**config.mk**
```make
export PLATFORM = sky130hd
export DESIGN_NAME = majority_frame_collector_flat
export DESIGN_NICKNAME = d
export VERILOG_FILES = /design/src/rtl/majority_frame_collector_pkg.sv /design/src/rtl/majority_frame_collector_if.sv /design/src/rtl/majority_frame_collector.sv /design/src/flat_wrapper.sv
export SDC_FILE = /design/constraint.sdc
export NUM_CORES = 1
export LEC_CHECK = 0
export CAP_MARGIN = 20
export CORE_MARGIN = 3
export CORE_UTILIZATION = 30
export CTS_CLUSTER_DIAMETER = 30
export DETAILED_ROUTE_END_ITERATION = 12
export GPL_ROUTABILITY_DRIVEN = 1
export PLACE_DENSITY = 0.52
export SETUP_SLACK_MARGIN = 0.15
export SLEW_MARGIN = 20
export SYNTH_ARGS = -nofsm -noshare
export SYNTH_HDL_FRONTEND = slang
export SYNTH_SLANG_ARGS = --single-unit
```
**constraint.sdc**
```tcl
create_clock -name clk -period 1.7 [get_ports clk]
set_input_delay 0.255 -clock clk [delete_from_list [all_inputs] [get_ports clk]]
set_output_delay 0.255 -clock clk [all_outputs]
set_load 0.02 [all_outputs]
```
**src/rtl/majority_frame_collector_pkg.sv**
```systemverilog
// ============================================================================
// Module      : majority_frame_collector_pkg
// Description : Shared constants and FILL/HOLD state encoding for the
//               serial-to-parallel frame collector.
// Revision    : 1.0 - initial release
// ============================================================================
`default_nettype none

package majority_frame_collector_pkg;

    localparam int unsigned C_SIZE_DEFAULT = 9;
    localparam int unsigned C_CNT_W        = 4;

    typedef enum logic [0:0] {
        ST_FILL = 1'b0,
        ST_HOLD = 1'b1
    } state_t;

endpackage

`default_nettype wire

```
**src/rtl/majority_frame_collector_if.sv**
```systemverilog
// ============================================================================
// Module      : majority_frame_collector_if
// Description : Serial-bit input handshake and frame output handshake bundle.
// Revision    : 1.0 - initial release
// ============================================================================
`default_nettype none

interface majority_frame_collector_if
    import majority_frame_collector_pkg::*;
#(
    parameter int unsigned SIZE = C_SIZE_DEFAULT
);

    logic               bit_in;
    logic               bit_valid;
    logic               bit_ready;
    logic               abort;
    logic [SIZE-1:0]    Data;
    logic               data_valid;
    logic               data_ready;
    logic [C_CNT_W-1:0] fill_count;

    modport master (
        output bit_in, bit_valid, abort, data_ready,
        input  bit_ready, Data, data_valid, fill_count
    );

    modport slave (
        input  bit_in, bit_valid, abort, data_ready,
        output bit_ready, Data, data_valid, fill_count
    );

endinterface

`default_nettype wire

```
**src/rtl/majority_frame_collector.sv**
```systemverilog
// ============================================================================
// Module      : majority_frame_collector
// Description : Collects SIZE serial bits (LSB first) into a frame and holds it
//               for the downstream majority voter until consumed or aborted.
// Revision    : 1.0 - initial release
// ============================================================================
`default_nettype none

module majority_frame_collector
    import majority_frame_collector_pkg::*;
#(
    parameter int unsigned SIZE = C_SIZE_DEFAULT
) (
    input  wire logic                 clk,
    input  wire logic                 rst_n,
    majority_frame_collector_if.slave bus
);

    if (SIZE < 1 || SIZE > 15) begin : g_size_check
        $error("majority_frame_collector: SIZE must be within 1..15");
    end

    state_t             state_q, state_d;
    logic [SIZE-1:0]    data_q, data_d;
    logic [C_CNT_W-1:0] fill_count_q, fill_count_d;

    always_ff @(posedge clk) begin
        if (!rst_n) begin
            state_q      <= ST_FILL;
            data_q       <= '0;
            fill_count_q <= '0;
        end else begin
            state_q      <= state_d;
            data_q       <= data_d;
            fill_count_q <= fill_count_d;
        end
    end

    always_comb begin
        state_d      = state_q;
        data_d       = data_q;
        fill_count_d = fill_count_q;

        if (bus.abort) begin
            state_d      = ST_FILL;
            data_d       = '0;
            fill_count_d = '0;
        end else begin
            case (state_q)
                ST_FILL: begin
                    if (bus.bit_valid) begin
                        // fill_count doubles as the write index of the next bit
                        for (int k = 0; k < SIZE; k++) begin
                            if (fill_count_q == C_CNT_W'(k)) begin
                                data_d[k] = bus.bit_in;
                            end
                        end
                        fill_count_d = fill_count_q + C_CNT_W'(1);
                        if (fill_count_q == C_CNT_W'(SIZE - 1)) begin
                            state_d = ST_HOLD;
                        end
                    end
                end
                ST_HOLD: begin
                    if (bus.data_ready) begin
                        state_d      = ST_FILL;
                        data_d       = '0;
                        fill_count_d = '0;
                    end
                end
                default: begin
                    state_d      = ST_FILL;
                    data_d       = '0;
                    fill_count_d = '0;
                end
            endcase
        end
    end

    assign bus.bit_ready  = (state_q == ST_FILL);
    assign bus.data_valid = (state_q == ST_HOLD);
    assign bus.Data       = data_q;
    assign bus.fill_count = fill_count_q;

endmodule

`default_nettype wire

```
**src/flat_wrapper.sv**
```systemverilog
// flat-port wrapper written by rule: the top's interface ports become plain ports
module majority_frame_collector_flat import majority_frame_collector_pkg::*;
#(
    parameter int unsigned SIZE = C_SIZE_DEFAULT
)
  (clk, rst_n, bus_bit_in, bus_bit_valid, bus_abort, bus_data_ready, bus_bit_ready, bus_Data, bus_data_valid, bus_fill_count);
  majority_frame_collector_if #(.SIZE(SIZE)) bus_i ();
  input  wire logic clk;
  input  wire logic rst_n;
  input wire logic [$bits(bus_i.bit_in)-1:0] bus_bit_in;
  input wire logic [$bits(bus_i.bit_valid)-1:0] bus_bit_valid;
  input wire logic [$bits(bus_i.abort)-1:0] bus_abort;
  input wire logic [$bits(bus_i.data_ready)-1:0] bus_data_ready;
  output wire logic [$bits(bus_i.bit_ready)-1:0] bus_bit_ready;
  output wire logic [$bits(bus_i.Data)-1:0] bus_Data;
  output wire logic [$bits(bus_i.data_valid)-1:0] bus_data_valid;
  output wire logic [$bits(bus_i.fill_count)-1:0] bus_fill_count;
  assign bus_i.bit_in = bus_bit_in;
  assign bus_i.bit_valid = bus_bit_valid;
  assign bus_i.abort = bus_abort;
  assign bus_i.data_ready = bus_data_ready;
  assign bus_bit_ready = bus_i.bit_ready;
  assign bus_Data = bus_i.Data;
  assign bus_data_valid = bus_i.data_valid;
  assign bus_fill_count = bus_i.fill_count;
  majority_frame_collector #(.SIZE(SIZE)) u_core (.clk(clk), .rst_n(rst_n), .bus(bus_i));
endmodule
```
* Yosys cells after proc, flatten, opt, wreduce, memory -nomap -nowiden *
Index checks and enable logic that the tools add are counted.

storage, ports and cells
  bits of input ports = 6
  output and inout port bits = 15
  flip-flop bits (word level) = 14
  word-level logic and storage cells = 64

operators by class
  bitwise operators = 2
  muxes and demuxes = 19
  $add $sub $neg = 1
  reduce and logical (&&, ||, !) cells = 12
  equal/unequal tests = 19

operators by type and width
  operator               count
  $reduce_and A3 Y1      9
  $mux W9                2
  $ne A2 B1 Y1 const B   9
  $pmux W9 S2            1
  $eq A4 B3 Y1 const B   4
  $mux W1                12
  $eq A4 B2 Y1 const B   2
  $mux W4                2
  $pmux W4 S2            1
  $add A4 B1 Y4 const B  1
  $eq A4 B1 Y1 const B   1
  $eq A4 B4 Y1 const B   1
  $logic_not A4 Y1       1
  $ne A2 B2 Y1 const B   2
  $not A1 Y1             2
  $pmux W1 S2            1
  $reduce_and A2 Y1      1
  $reduce_or A2 Y1       1

* Logic depth before layout (Yosys ltp) *
Gate-level depths: netlist of the first run.

  depth in word-level cells = 4
  depth in mapped cells = 5
  depth with buffers taken out = 5

* Least setup slack after synthesis of the first run *
No wires, ideal clock.

  path type = flip-flop to flip-flop
  from = register u_core.fill_count_q[0] (netlist: u_core.bus.fill_count[0])
  to = register u_core.fill_count_q[2] (netlist: u_core.bus.fill_count[2])
  stages on the path, launching flop included = 5
  library setup time = 0.095 ns
  setup slack = 0.210 ns
  data required time = 1.605 ns
  buffers on the path = 0
  arrival = 1.395 ns
  clock period less this slack = 1.490 ns
  cells stage by stage = dfxtp_1 > ha_1 > inv_1 > or3_1 > a221oi_1

between the ends
  longest elaborated chain between the ends = 3

RTL lines
  element                   RTL line                        RTL
  start: declaration        majority_frame_collector.sv:25  logic [C_CNT_W-1:0] fill_count_q, fill_count_d;
  start signal: assignment  majority_frame_collector.sv:35  fill_count_q <= fill_count_d;
  $add A4 B1 Y4             majority_frame_collector.sv:58  fill_count_d = fill_count_q + C_CNT_W'(1);
  $mux W4                   majority_frame_collector.sv:51  if (bus.bit_valid) begin
  $pmux W4 S2               majority_frame_collector.sv:49  case (state_q)

No other way between the ends. The select of a mux whose other input is x is not followed.
A chain may end at the register's enable or synchronous reset.

* Worst setup path in the final report of the first run *
  from = register u_core.data_q[2] (netlist: u_core.bus.Data[2])
  to = output port bus_Data[2]

RTL lines
  element                   RTL line                        RTL
  start: declaration        majority_frame_collector.sv:24  logic [SIZE-1:0] data_q, data_d;
  start signal: assignment  majority_frame_collector.sv:34  data_q <= data_d;
  end: declaration          flat_wrapper.sv:15              output wire logic [$bits(bus_i.Data)-1:0] bus_Data;

No word-level cell between the ends.

==> results of run 1 <==
==> worst paths after layout <==
check	slack, ps	to	cells after the start
worst max register to register	230	u_core.bus.fill_count[2]	4
worst max-delay path	190	bus_Data[2]	1
worst min-delay path	470	u_core.bus.Data[8]	2
worst min register to register	470	u_core.bus.Data[8]	2
==> state kept, by name, summed over array words and instances (netlist names) <==
register	cells
u_core.bus.Data	9
u_core.bus.fill_count	4
u_core.bus.data_valid	1
==> routing by layer <==
metal	vias up	part of all wire [%]	global-route usage [%]
li1	331	-	-
met1	325	49	19.8
met2	13	43	21.5
met3	4	6.1	5.99
met4	0	1.6	6.22
met5	-	0	0
==> kinds of logic after synthesis <==
logic type / synth area share, %
AOI/OAI and AO/OA: 26.8
adders and majority gates: 7.09
and+or+nand+nor: 16.7
muxes: 4.43
DFF: 39.7
buffers and inverters: 5.32
==> cell type report <==
type | instances | area share (%)
flip-flops and latches | 14 | 28.7
clock buffers | 4 | 3.70
well taps | 27 | 3.45
repair buffers | 23 | 22.7
multi-input cells | 50 | 39.8
inverters | 4 | 1.53
==> stage by stage <==
step | utilization (%) | TNS, ps | total power, mW | cells | setup WS [ps]
CTS | 46.6 | 0 | 0.649 | 122 | 180
detailed placement | 45.1 | -14.4 | 0.401 | 118 | -14.4
global route | 47.1 | 0 | 0.671 | 122 | 127
floorplan | - | 0 | 0.373 | 71 | 210
global placement | 45.1 | 0 | 0.402 | 118 | 37.6
finish | 47.1 | 0 | 0.637 | 122 | 192
==> where the power goes <==
part	leakage, nW	switching (mW)	total [mW]	internal (mW)
registers	0.114	0.00347	0.334	0.331
logic	0.261	0.0308	0.0588	0.0280
clock network	0.0210	0.114	0.244	0.131
==> what timing repair did <==
action | 4_1_cts | 5_1_grt
pin swaps | 0 | 0
endpoints found under the setup margin | 6 | 4
resized for setup | 7 | 4
==> placed cells by master (no fill, tap or decap) <==
master	instances
mux2_2	1
dlymetal6s2s_1	3
a31oi_1	1
mux2i_1	2
nand4_1	1
or3_2	1
nor2_1	4
nand3_1	1
a32oi_1	9
ha_1	3
a221oi_1	1
dfxtp_1	13
o21ba_2	1
buf_4	3
and2b_2	2
a311oi_1	8
dlygate4sd2_1	6
nand2_1	3
nor3b_1	1
a21oi_1	2
o21ai_0	1
or2b_2	1
nor2b_1	3
clkbuf_4	3
nand4b_1	1
inv_1	4
or3_1	1
clkdlybuf4s50_1	11
nor3_1	1
clkbuf_8	1
ha_2	1
dfxtp_2	1
==> flow_metrics.tcl, run 1 <==
set metrics [dict create \
    status "complete, no violations" \
    grt_overflow 0 \
    grt_max_degree 17 \
    multi_input_area_um2 390 \
    fill_cells 227 \
    skew_ps 6.97 \
    drcViolationCount 0 \
    synth_top_area_share_pct 39.7 \
    first_pass_iters 4 \
    ir_worst_vdd_mv 0.441 \
    post-cts-setup-buffer-count 0 \
    seq_area_frac_synth_pct 39.7 \
    cts-htree-levels 1 \
    first_iter_violations 15 \
    p_leak_nw 0.396 \
    grt_pass1_wl_mm 3.13 \
    p_per_area_nw_per_um2 651 \
    hp-start "u_core.bus.Data[8]" \
    cpLargestDelayFamily "buffers and inverters" \
    antenna_found_initial 0 \
    syn_to_final_growth_pct 38.8 \
    slowest_stage "clkdlybuf4s50_1" \
    slew_headroom_pct 77.7 \
    regArea_um2 282 \
    layout-drive-gt1-share_pct 15.8 \
    core_area_um2 2080 \
    num_vias 673 \
    worstReg2RegStart "u_core.bus.fill_count[0]" \
    grt_setup_unrepaired "true" \
    ant_nets 0 \
    path_max_fanout 2 \
    setup.worst_path.start "u_core.bus.Data[2]" \
    max_cap_viol_count 0 \
    max_clock_freq_ghz 0.663 \
    synth_top_area_cell "dfxtp_1" \
    hold_violations 0 \
    fin_crit_ps 1510 \
    insertion_delay_ps 290 \
    initial_core_util_pct 33.9 \
    num_rows 16 \
    synth_ff_type "dfxtp_1" \
    syn_avg_cell_area_um2 9.94 \
    synthCells 71 \
    hp-class "reg2reg" \
    worst_pin_slew_ps 333 \
    placed_cell_area_um2 940 \
    drv_slew 0 \
    whs_ps 472 \
    cts_inserted_buffers 3 \
    ys_types 27 \
    synth_nets 81 \
    fin_crit_sh_pct 88.7 \
    diodes 0 \
    die_y_um 54.5 \
    numClockSinks 14 \
    final_area_um2 980 \
    path_cells "clkdlybuf4s50_1" \
    clkTransAtPathRegs_ps 90 \
    die-area_um2 2970 \
    via_per_inst 5.52 \
    end_kind "output pin" \
    synth.ff_latch_count 14 \
    clockBufferDepth 2 \
    ioPinCount 21 \
    track_usage_pct 15.0 \
    postCtsHoldBufs 0 \
    crit_buf_inv 1 \
    yosysWarnings 0 \
    worstSetupPathType "reg2out" \
    worstSetupStartpointType "register" \
    root_buffer "clkbuf_4" \
    yosysMostFrequentCell "dfxtp_1" \
    syn_area_um2 706 \
    cts_tree "yes" \
    first_global_vias 647 \
    cpPeakStageDelay_ps 610 \
    wl_per_cell_um 15.0 \
    async_flop_share_pct 0 \
    synth_edf_count 0 \
    synth_common_cells "14 x dfxtp_1, 9 x a32oi_1, 8 x a311oi_1" \
    setup_violations 0 \
    worstPathRequired_ps 1440 \
    crit_arrival_ps 1250 \
    synth.area.top_cells "dfxtp_1 40%, a32oi_1 11%, a311oi_1 9.9%" \
    dieWidth_um 54.5 \
    finalNetCount 106 \
    place.gp.congestion 0.690 \
    post-dp-hpwl_mm 1.28 \
    routed_wl_mm 1.83 \
    portBuffers 20 \
]
Note: power is estimated with default switching activity, not from simulation.
==> run 2: changes to the inputs <==
--- a/config.mk
+++ b/config.mk
@@ -7,11 +7,11 @@
 export LEC_CHECK = 0
 export CAP_MARGIN = 20
 export CORE_MARGIN = 3
-export CORE_UTILIZATION = 30
+export CORE_UTILIZATION = 25
 export CTS_CLUSTER_DIAMETER = 30
 export DETAILED_ROUTE_END_ITERATION = 12
 export GPL_ROUTABILITY_DRIVEN = 1
-export PLACE_DENSITY = 0.52
+export PLACE_DENSITY = 0.45
 export SETUP_SLACK_MARGIN = 0.15
 export SLEW_MARGIN = 20
 export SYNTH_ARGS = -nofsm -noshare
==> run 2 against run 1 <==
Effect of this change: non-clock buffer count did not move; sequential power barely moved; count of clock-buffer cells in the layout is the same; utilization decreased by 8.8 points; clock power is essentially flat; critical path type unchanged; via count shrank 3.0%; sequential share of layout area increased by 0.052 points; clock skew is 2.2 ps lower; die area rose by 18%; fmax up 1.0%; highest routed layer unchanged; cell count is 2.5% higher.
==> flow_metrics.tcl, run 2 (synthesis gave the netlist of run 1 again) <==
set metrics [dict create \
    hp-class "reg2reg" \
    drv_slew 0 \
    path_cells "clkdlybuf4s50_1" \
    max_cap_viol_count 0 \
    clkTransAtPathRegs_ps 90 \
    post-dp-hpwl_mm 1.29 \
    p_per_area_nw_per_um2 645 \
    tns_ps 0 \
    grt_pass1_wl_mm 2.98 \
    setup_violations 0 \
    fill_cells 274 \
    use_met3_pct 2.83 \
    drcViolationCount 0 \
    ant_nets 0 \
    num_rows 18 \
    use_met1_pct 15.5 \
    fin_crit_ps 1490 \
    worstPathRequired_ps 1440 \
    pwr-share-seq_pct 52.1 \
    netSwitchingFraction_pct 23.5 \
    p_leak_nw 0.398 \
    syn_to_final_growth_pct 40.4 \
    root_buffer "clkbuf_4" \
    worstSetupStartpointType "register" \
    power_frac_clock_pct 38.4 \
    worst_pin_slew_ps 346 \
    finalNetCount 106 \
    cpLargestDelayFamily "buffers and inverters" \
    path_max_fanout 2 \
    skew_ps 4.78 \
    max_clock_freq_ghz 0.670 \
    first_iter_violations 25 \
    hold_violations 0 \
    via_per_inst 5.22 \
    comb_power_share_pct 9.5 \
    final_area_um2 991 \
    top_usage_layer "met2" \
    first_pass_iters 4 \
    first_global_vias 617 \
    diodes 0 \
    routed_wl_mm 1.84 \
    numClockSinks 14 \
    p_int_uw 489 \
    initial_core_util_pct 27.2 \
    switchingPower_uw 150 \
    place.gp.congestion 0.689 \
    grt_max_degree 17 \
    track_usage_pct 11.4 \
    antenna_found_initial 0 \
    cts_tree "yes" \
    grt_overflow 0 \
    end_kind "output pin" \
    num_vias 653 \
    largest_register_ffs 9 \
    wl_per_cell_um 14.7 \
    final_common_cell "dfxtp_1" \
    core_area_um2 2590 \
    portBuffers 20 \
    cts_inserted_buffers 3 \
    postCtsHoldBufs 0 \
    grt_setup_unrepaired "false" \
    layout-drive-gt1-share_pct 16.8 \
    crit_arrival_ps 1240 \
    placed_cell_area_um2 943 \
    slew_headroom_pct 76.9 \
    die_y_um 59.1 \
    fin_crit_sh_pct 87.8 \
    worstSetupPathType "reg2out" \
    clockBufferDepth 2 \
    power_uw 639 \
    dieWidth_um 59.1 \
    cts-htree-levels 1 \
    ioPinCount 21 \
    status "complete, no violations" \
    crit_buf_inv 1 \
    insertion_delay_ps 280 \
    slowest_stage "clkdlybuf4s50_1" \
    layout_common_cells "12 x dfxtp_1, 11 x clkdlybuf4s50_1, 9 x a32oi_1" \
    use_met2_pct 16.6 \
    die-area_um2 3500 \
    cpPeakStageDelay_ps 610 \
    ir_worst_vdd_mv 0.290 \
]
run 2: worst paths after layout:
kind / depth (start not counted) / start / endpoint / slack, ps
max reg2reg: 3 / u_core.bus.fill_count[2] / u_core.bus.Data[6] / 270
min: 2 / u_core.bus.Data[8] / u_core.bus.Data[8] / 460
min reg2reg: 2 / u_core.bus.Data[8] / u_core.bus.Data[8] / 460
max: 1 / u_core.bus.Data[4] / bus_Data[4] / 210
run 2: power groups by stage:
| stage | registers [mW] | clock network, mW | logic (mW) |
|---|---|---|---|
| after detailed placement | 0.342 | 0 | 0.0615 |
| after CTS | 0.334 | 0.255 | 0.0609 |
| after global placement | 0.342 | 0 | 0.0617 |
| after floorplan | 0.345 | 0 | 0.0281 |
| final | 0.333 | 0.245 | 0.0609 |
| after global routing | 0.334 | 0.277 | 0.0665 |
run 2: final cells by class:
type	instances	area [um2]	share of cell area (%)
multi-input combinational	50	390	39.4
sequential	14	285	28.8
timing repair buffer	23	226	22.9
tap	30	37.5	3.79
clock buffer	4	36.3	3.66
inverter	4	15.0	1.52
run 2: stage by stage:
step	setup slack (ps)	hold slack, ps	utilization, %	instances
after floorplan	210	365	-	71
after global placement	26.5	448	36.4	121
after detailed placement	5.79	459	36.4	121
after CTS	23.3	472	37.6	125
after global routing	152	514	38.3	125
final	207	462	38.3	125
run 2: repair_timing:
item / in CTS / in global routing
resized for setup: 6 / 7
setup buffers: 0 / 0
hold endpoints to repair: 0 / 0
setup endpoints to repair: 6 / 5
cloned: 0 / 0
run 2: routing by layer:
layer	part of all wire [%]	vias up
met2	43	13
met5	0	-
met1	51	307
met4	0.81	0
met3	4.9	2
li1	-	331
==> run 3: changes to the inputs <==
--- a/config.mk
+++ b/config.mk
@@ -5,7 +5,6 @@
 export SDC_FILE = /design/constraint.sdc
 export NUM_CORES = 1
 export LEC_CHECK = 0
-export CAP_MARGIN = 20
 export CORE_MARGIN = 3
 export CORE_UTILIZATION = 25
 export CTS_CLUSTER_DIAMETER = 30
==> constraint.sdc (replaced) <==
create_clock -name clk -period 1.8 [get_ports clk]
set_input_delay 0.27 -clock clk [delete_from_list [all_inputs] [get_ports clk]]
set_output_delay 0.27 -clock clk [all_outputs]
set_load 0.02 [all_outputs]
==> run 3 against run 2 <==
Effect of this change: register-to-register slack better by 70 ps; cell count down 2.4%; power decreased by 14%; count of clock-buffer cells in the layout decreased by 1; utilization shrank 1.4 points; combinational power fell by 10%; clock skew shrank 2.7 ps; via count unchanged; die area is the same; critical endpoint is now bus_Data[3].
==> flow_metrics.tcl, run 3 (synthesis gave the netlist of run 1 again) <==
set metrics [dict create \
    tns_ps 0 \
    grt_overflow 0 \
    placed_cell_area_um2 928 \
    cts_inserted_buffers 3 \
    hold_violations 0 \
    hp-class "reg2reg" \
    end_kind "output pin" \
    wl_per_cell_um 15.1 \
    p_leak_nw 0.342 \
    worstReg2RegStart "u_core.bus.fill_count[1]" \
    place.gp.congestion 0.706 \
    cts_tree "yes" \
    max_clock_freq_ghz 0.664 \
    cpPeakStageDelay_ps 610 \
    worstSetupPathType "reg2out" \
    fin_crit_sh_pct 83.7 \
    crit_arrival_ps 1240 \
    slew_headroom_pct 67.3 \
    path_cells "clkdlybuf4s50_1" \
    worstSetupEndpoint "bus_Data[3]" \
    largest_register_ffs 9 \
    core_area_um2 2590 \
    status "complete, no violations" \
    placedCellCount 119 \
    insertion_delay_ps 280 \
    fin_crit_ps 1510 \
    final_area_um2 956 \
    syn_to_final_growth_pct 35.5 \
    drv_slew 0 \
    dieWidth_um 59.1 \
    rrSetupSlack_ps 340 \
    p_per_area_nw_per_um2 573 \
    worst_pin_slew_ps 487 \
    setup_ws_ps 293 \
    pre_cts_slack_ps 88.1 \
    diodes 0 \
    ioPinCount 21 \
    setup_violations 0 \
    fill_cells 282 \
    grt_setup_unrepaired "false" \
    ant_nets 0 \
    instances_no_fill 122 \
    track_usage_pct 11.8 \
    cpLargestDelayFamily "buffers and inverters" \
    cts-htree-levels 1 \
    root_buffer "clkbuf_4" \
    numClockSinks 14 \
    initial_core_util_pct 27.2 \
    crit_buf_inv 1 \
    first_global_vias 641 \
    antenna_found_initial 0 \
    post-dp-hpwl_mm 1.30 \
    hp-start "u_core.bus.Data[8]" \
    worstSetupStartpointType "register" \
    via_per_inst 5.35 \
    clkTransAtPathRegs_ps 80 \
    slowest_stage "clkdlybuf4s50_1" \
    layout-drive-gt1-share_pct 13.0 \
    final_common_cell "clkdlybuf4s50_1" \
    ir_worst_vdd_mv 0.262 \
    path_max_fanout 2 \
    post-cts-setup-buffer-count 0 \
    portBuffers 20 \
    routed_wl_mm 1.85 \
    grt_pass1_wl_mm 3.13 \
    worstPathRequired_ps 1530 \
    drcViolationCount 0 \
    reg2reg_to "u_core.bus.fill_count[2]" \
    grt_max_degree 17 \
    first_pass_iters 4 \
    setup.worst_path.start "u_core.bus.Data[3]" \
    die-area_um2 3500 \
    num_rows 18 \
    num_vias 653 \
    die_y_um 59.1 \
    max_cap_viol_count 0 \
    layout_common_cells "14 x clkdlybuf4s50_1, 12 x dfxtp_1, 9 x a32oi_1" \
    first_iter_violations 14 \
    path_depth 1 \
    postCtsHoldBufs 0 \
    finalNetCount 104 \
    clockBufferDepth 2 \
    r2r_cells 4 \
    skew_ps 2.10 \
]
run 3: cell types whose count changed in the layout (fill, tap and decap cells not counted):
cell,before,now
clkdlybuf4s50_1,11,14
buf_4,3,1
dlymetal6s2s_1,4,2
clkbuf_8,1,0
dlygate4sd2_1,5,4
ha_1,3,4
ha_2,1,0
run 3: stage by stage:
stage	hold slack (ps)	util [%]	power [mW]
2_1_floorplan	380	-	0.352
3_3_place_gp	450	35.8	0.378
3_5_place_dp	466	35.8	0.378
4_1_cts	478	36.6	0.559
5_1_grt	517	36.9	0.576
6_report	477	36.9	0.548
run 3: layout make-up:
cell class	instances	area (um2)	share of cell area (%)
clock buffer	3	22.5	2.36
inverter	4	15.0	1.57
multi-input combinational	50	388	40.6
sequential	14	285	29.8
tap	30	37.5	3.93
timing repair buffer	21	208	21.7
run 3: repair_timing:
item / in CTS / in global routing
setup endpoints to repair: 5 / 3
gates cloned: 0 / 0
gates resized for setup: 5 / 4
run 3: power breakdown:
part,switching (mW),internal [mW],total [mW]
clock network,0.101,0.0775,0.179
logic,0.0295,0.0253,0.0548
registers,0.00318,0.311,0.314
total,0.134,0.414,0.548
run 3: worst reg2reg max path: stages (launching register included):
cell,delay [ps]
dfxtp_1,420
ha_1,290
inv_1,80
or3_1,340
a221oi_1,250
run 3: worst min-delay path by stage:
stage | endpoint | slack, ps | cells past startpoint
5_1_grt | u_core.bus.Data[8] | 520 | 2
2_1_floorplan | u_core.bus.fill_count[2] | 380 | 1
3_5_place_dp | u_core.bus.Data[8] | 470 | 2
4_1_cts | u_core.bus.Data[8] | 480 | 2
6_report | u_core.bus.Data[8] | 480 | 2
3_3_place_gp | u_core.bus.Data[8] | 450 | 2
run 3: metal layers:
metal  part of all wire, %  vias to the layer above  global-route usage [%]
li1                      -                      329                       -
met1                    51                      307                    16.6
met2                    43                       15                    16.9
met3                   4.9                        2                    3.05
met4                  0.70                        0                    4.85
met5                     0                        -                       0
